--- src/rtl/corr_scheduler.sv ---
`default_nettype none
// ============================================================================
//  Module      : corr_scheduler
//  Description : Two-requester front end for a shared correlator. Grants one
//                requester, latches its sample window and the shared template
//                as correlator operands, sequences CLEAR -> RUN -> CAPTURE and
//                reports the captured peak (or a timeout abort).
//                Optional macro CORR_SCHED_FIXED_PRIO_EN: requester 0 always
//                wins simultaneous requests (no round-robin pointer).
//  Revision    : 1.0 - initial release
// ============================================================================
module corr_scheduler #(
    parameter logic [9:0]  THRESH  = 10'd100,
    parameter logic [11:0] TIMEOUT = 12'd64
) (
    input  logic            clk,
    input  logic            reset_n,
    input  logic [1:0]      req,
    input  logic [3:0][9:0] a0,
    input  logic [3:0][9:0] a1,
    input  logic [3:0][9:0] tmpl,
    output logic [1:0]      gnt,
    output logic [2:0]      top_state,
    output logic [3:0][9:0] corr_a,
    output logic [3:0][9:0] corr_b,
    input  logic            corr_finished,
    input  logic [9:0]      corr_max,
    input  logic [11:0]     corr_idx,
    output logic            busy,
    output logic            done,
    output logic            done_id,
    output logic [9:0]      result_max,
    output logic [11:0]     result_idx,
    output logic            match,
    output logic            timeout_err
);

    // Scheduler states
    localparam logic [1:0] c_ST_IDLE    = 2'd0;
    localparam logic [1:0] c_ST_CLEAR   = 2'd1;
    localparam logic [1:0] c_ST_RUN     = 2'd2;
    localparam logic [1:0] c_ST_CAPTURE = 2'd3;

    // Correlator control encodings
    localparam logic [2:0] c_TS_CLEAR = 3'b000;
    localparam logic [2:0] c_TS_RUN   = 3'b010;
    localparam logic [2:0] c_TS_HOLD  = 3'b001;

    logic [1:0]      r_state;
    logic [2:0]      r_top_state;
    logic [11:0]     r_cnt;
    logic            r_id;
    logic            r_done;
    logic            r_done_id;
    logic [3:0][9:0] r_corr_a;
    logic [3:0][9:0] r_corr_b;
    logic [9:0]      r_result_max;
    logic [11:0]     r_result_idx;
    logic            r_match;
    logic            r_timeout_err;

    logic w_grant;
    logic w_win;
    logic w_fin_valid;
    logic w_tmo;

    // A grant is only issued from IDLE, and never while reset is being applied.
    assign w_grant = (r_state == c_ST_IDLE) && reset_n && (req != 2'b00);

`ifdef CORR_SCHED_FIXED_PRIO_EN
    // Requester 1 wins only when requester 0 is not asking.
    assign w_win = req[1] & ~req[0];
`else
    logic r_last;

    // On a tie the requester that was not served last wins.
    assign w_win = (req == 2'b11) ? ~r_last : req[1];

    // Pointer remembers the last served requester; reset value favours requester 0.
    always_ff @(posedge clk) begin
        if (!reset_n) begin
            r_last <= 1'b1;
        end else if (w_grant) begin
            r_last <= w_win;
        end
    end
`endif

    assign gnt = w_grant ? (w_win ? 2'b10 : 2'b01) : 2'b00;

    // The first RUN cycle (count 0) ignores a finish flag left over from a previous run.
    assign w_fin_valid = corr_finished && (r_cnt != 12'd0);
    assign w_tmo       = (r_cnt == (TIMEOUT - 12'd1));

    // Main sequencer: state, correlator control, operand latch and result capture.
    always_ff @(posedge clk) begin
        if (!reset_n) begin
            r_state       <= c_ST_IDLE;
            r_top_state   <= c_TS_CLEAR;
            r_cnt         <= 12'd0;
            r_id          <= 1'b0;
            r_done        <= 1'b0;
            r_done_id     <= 1'b0;
            r_corr_a      <= '0;
            r_corr_b      <= '0;
            r_result_max  <= 10'd0;
            r_result_idx  <= 12'd0;
            r_match       <= 1'b0;
            r_timeout_err <= 1'b0;
        end else begin
            r_done <= 1'b0;
            case (r_state)
                c_ST_IDLE: begin
                    r_top_state <= c_TS_HOLD;
                    if (w_grant) begin
                        r_state     <= c_ST_CLEAR;
                        r_top_state <= c_TS_CLEAR;
                        r_cnt       <= 12'd0;
                        r_id        <= w_win;
                        r_corr_a    <= w_win ? a1 : a0;
                        r_corr_b    <= tmpl;
                    end
                end
                c_ST_CLEAR: begin
                    // Counter doubles as the two-cycle CLEAR timer.
                    r_cnt <= r_cnt + 12'd1;
                    if (r_cnt == 12'd1) begin
                        r_state     <= c_ST_RUN;
                        r_top_state <= c_TS_RUN;
                        r_cnt       <= 12'd0;
                    end
                end
                c_ST_RUN: begin
                    r_cnt <= r_cnt + 12'd1;
                    if (w_fin_valid || w_tmo) begin
                        r_state     <= c_ST_CAPTURE;
                        r_top_state <= c_TS_HOLD;
                        r_done      <= 1'b1;
                        r_done_id   <= r_id;
                        // A real finish wins over a simultaneous timeout.
                        if (w_fin_valid) begin
                            r_result_max  <= corr_max;
                            r_result_idx  <= corr_idx;
                            r_match       <= (corr_max >= THRESH);
                            r_timeout_err <= 1'b0;
                        end else begin
                            r_result_max  <= 10'd0;
                            r_result_idx  <= 12'd0;
                            r_match       <= 1'b0;
                            r_timeout_err <= 1'b1;
                        end
                    end
                end
                default: begin
                    r_state     <= c_ST_IDLE;
                    r_top_state <= c_TS_HOLD;
                end
            endcase
        end
    end

    assign top_state   = r_top_state;
    assign busy        = (r_state != c_ST_IDLE);
    assign done        = r_done;
    assign done_id     = r_done_id;
    assign corr_a      = r_corr_a;
    assign corr_b      = r_corr_b;
    assign result_max  = r_result_max;
    assign result_idx  = r_result_idx;
    assign match       = r_match;
    assign timeout_err = r_timeout_err;

endmodule
`default_nettype wire

--- config.mk ---
export PLATFORM = sky130hd
export DESIGN_NAME = corr_scheduler
export DESIGN_NICKNAME = d
export VERILOG_FILES = /design/src/rtl/corr_scheduler.sv
export SDC_FILE = /design/constraint.sdc
export NUM_CORES = 1
export LEC_CHECK = 0
export ABC_AREA = 1
export CAP_MARGIN = 5
export CORE_ASPECT_RATIO = 1.1
export CORE_MARGIN = 2
export CORE_UTILIZATION = 41
export CTS_BUF_LIST = sky130_fd_sc_hd__clkbuf_4 sky130_fd_sc_hd__clkbuf_8
export CTS_CLUSTER_DIAMETER = 200
export DETAILED_ROUTE_END_ITERATION = 16
export PLACE_DENSITY = 0.83
export REMOVE_ABC_BUFFERS = 1
export SLEW_MARGIN = 5
export SYNTH_ARGS = -nofsm -noshare
export SYNTH_HDL_FRONTEND = slang
export SYNTH_SLANG_ARGS = --single-unit
--- constraint.sdc ---
create_clock -name clk -period 2.3 [get_ports clk]
set_input_delay 0.46 -clock clk [delete_from_list [all_inputs] [get_ports clk]]
set_output_delay 0.46 -clock clk [all_outputs]
set_load 0.005 [all_outputs]
==> flow_metrics.tcl <==
set metrics [dict create \
    outcome "completed" \
    setup_ws_ps 155 \
    synth_area_mm2 0.00492 \
    cp.required_ps 1840 \
    max-vdd-ir-drop_mv 0.501 \
    reg2reg_depth 12 \
    placed_area_mm2 0.00767 \
    areaGrowthSynthToFinish_pct 64.5 \
    grt_pass1_wl_mm 24.4 \
    clk_path_buf_depth 2 \
    grt_pass1_vias 5061 \
    synth_fa_ha_area_share_pct 2.04 \
    hold_depth 2 \
    syn_area_per_cell_um2 7.70 \
    cp-end-kind "output pin" \
    final_antenna_net_count 0 \
    viasPerCell 4.82 \
    fin_nets 1054 \
    finalHoldViolCount 0 \
    ctsHoldBuffers 0 \
    grt_setup_unrepaired "no" \
    setup_viol 0 \
    period_minus_slack_ps 2150 \
    start_util_pct 42.4 \
    gp_congestion 0.880 \
    min_path_type "flip-flop to flip-flop" \
    dr.first_iter.drc_count 272 \
    rows 41 \
    crit_chain "inv_2 -> ha_4 -> inv_2 -> nor2_4 -> nand2_4 -> nor2_4 -> dlygate4sd2_1" \
    synth_top_family_by_area "simple AND/OR/NAND/NOR gates" \
    layout-drive-gt1-share_pct 7.14 \
    grt_usage_pct 24.2 \
    fin_skew_ps 14.7 \
    fmax_mhz 466 \
    via_count 5108 \
    pre_cts_ws_ps -9.72 \
    clk_pin_slew_ps 60 \
    synthCells 639 \
    holdWs_ps 462 \
    cts.sinks 124 \
    mostFrequentLayoutCell "clkdlybuf4s50_1" \
    post_drt_wl_per_cell_um 14.7 \
    synth_xor_area_share_pct 0.356 \
    crit_fanout 4 \
    core_area_mm2 0.0116 \
    drt_first_pass_iters 4 \
    synth_ff_type "dfxtp_1" \
    synth_edf_count 0 \
    criticalPathCategory "flip-flop to output pin" \
    antenna_found_initial 0 \
    yosysWarnings 0 \
    fill_cells 950 \
    max_stage_delay_ps 340 \
    htree_num_levels 4 \
    ios 259 \
    grt_overflow_total 0 \
    drcViolationCount 0 \
    mostFrequentLayoutCells "clkdlybuf4s50_1, nand2_1, dfxtp_1, nor2_1, a31oi_1" \
    clk_latency_ps 420 \
    power.density_mw_per_mm2 936 \
    synth_compound_area_share_pct 15.5 \
    die_width_um 108 \
    drt-total-wl_mm 15.6 \
    root_buffer "clkbuf_8" \
    dpl.hpwl_mm 11.3 \
    seq_area_frac_synth_pct 50.5 \
    async_flop_share_pct 0 \
    die_h_um 119 \
    slew_violations 0 \
    utilization_pct 69.8 \
    grt_max_degree 49 \
    synth_mux_area_share_pct 0 \
    cp-start-kind "flip-flop" \
    min_period_over_period_pct 93.3 \
    setup_tns_ps 0 \
    design_area_mm2 0.00809 \
    numPortBuffers 257 \
    dieArea_mm2 0.0129 \
    yosys.area_share.simple_pct 25.9 \
    cts_tree "yes" \
    yosysUniqueCellTypes 28 \
    max_cap_violations 0 \
    ys_seq_elements 124 \
    cts_made_buffers 17 \
    crit_path_top_delay_cell "dfxtp_1" \
    cp_data_arrival_time_ps 1690 \
    num_antenna_cells 0 \
    p_leak_uw 0.00306 \
]
==> what timing repair did <==
item                                    CTS  global route
setup buffers                             0             0
pin swaps                                 0             0
endpoints found under the hold margin     0             0
gates resized for setup                   5             2
cloned                                    0             0
endpoints found under the setup margin    3             3
==> synthesized netlist by cell type, types with 4 or more instances <==
cell type / instances / area (um2)
nand2_1: 217 / 815
dfxtp_1: 124 / 2480
nor2_1: 65 / 244
a31oi_1: 41 / 257
a21oi_1: 34 / 170
o21ai_0: 25 / 125
inv_1: 24 / 90.1
a22o_1: 22 / 193
clkbuf_1: 19 / 71.3
nand3_1: 15 / 75.1
buf_2: 10 / 50.1
ha_1: 8 / 100
buf_4: 5 / 37.5
nand4_1: 4 / 25.0
nor3_1: 4 / 20.0
==> per-layer routing <==
layer	vias to the layer above	global-route usage (%)	wire length, um
met5	-	0	0
met4	0	10.5	461
met3	34	9.09	1260
met2	185	40.9	7740
met1	2270	26.8	6120
li1	2619	-	-
==> flip-flops by register name (all words and copies together) (netlist names), 2 cells and up <==
register / flops
result_idx: 12
corr_a: 40
result_max: 10
r_state: 2
top_state: 2
corr_b: 40
r_cnt: 12
==> where the power goes <==
part / internal, uW / switching [uW]
Clock: 1120 / 814
Combinational: 1480 / 1410
Sequential: 2530 / 217
Total: 5130 / 2440
==> final timing paths <==
check                                  start                    endpoint  slack [ps]
hold / removal    result_idx[4]$_SDFFE_PN0P_  result_idx[4]$_SDFFE_PN0P_         460
setup reg to reg     r_state[0]$_SDFFE_PN0P_      r_cnt[10]$_SDFFE_PN0P_         470
hold reg to reg   result_idx[4]$_SDFFE_PN0P_  result_idx[4]$_SDFFE_PN0P_         460
setup / recovery     r_state[0]$_SDFFE_PN0P_                      gnt[0]         150
==> critical path: cells and delay by family (launching register included) <==
kind	cells	cell delay [ps]
DFF	1	340
and+or+nand+nor	3	300
buffers and inverters	3	450
adders and majority gates	1	170
==> layout make-up <==
| cell class | count | area [um2] | area share (%) |
|---|---|---|---|
| clock buffers | 24 | 318 | 3.93 |
| inverters | 28 | 105 | 1.30 |
| flip-flops and latches | 124 | 2480 | 30.7 |
| multi-input cells | 452 | 2170 | 26.8 |
| clock inverters | 6 | 85.1 | 1.05 |
| repair buffers | 276 | 2740 | 33.9 |
| well taps | 150 | 188 | 2.32 |
==> per-stage QoR <==
| step | std cells | total power, uW |
|---|---|---|
| finish | 1060 | 7570 |
| global route | 1060 | 8060 |
| CTS | 1060 | 7640 |
| detailed placement | 1030 | 5650 |
| global placement | 1030 | 5610 |
| floorplan | 604 | 4050 |
==> cell families after synthesis <==
logic type               after synthesis
AND/OR/NAND/NOR                      316
AO/OA/AOI/OAI                        125
flip-flops                           124
buffers and inverters                 63
adder cells (fa/ha/maj)                8
XOR/XNOR                               2
other                                  1
Power figures use the tool's default switching activity.
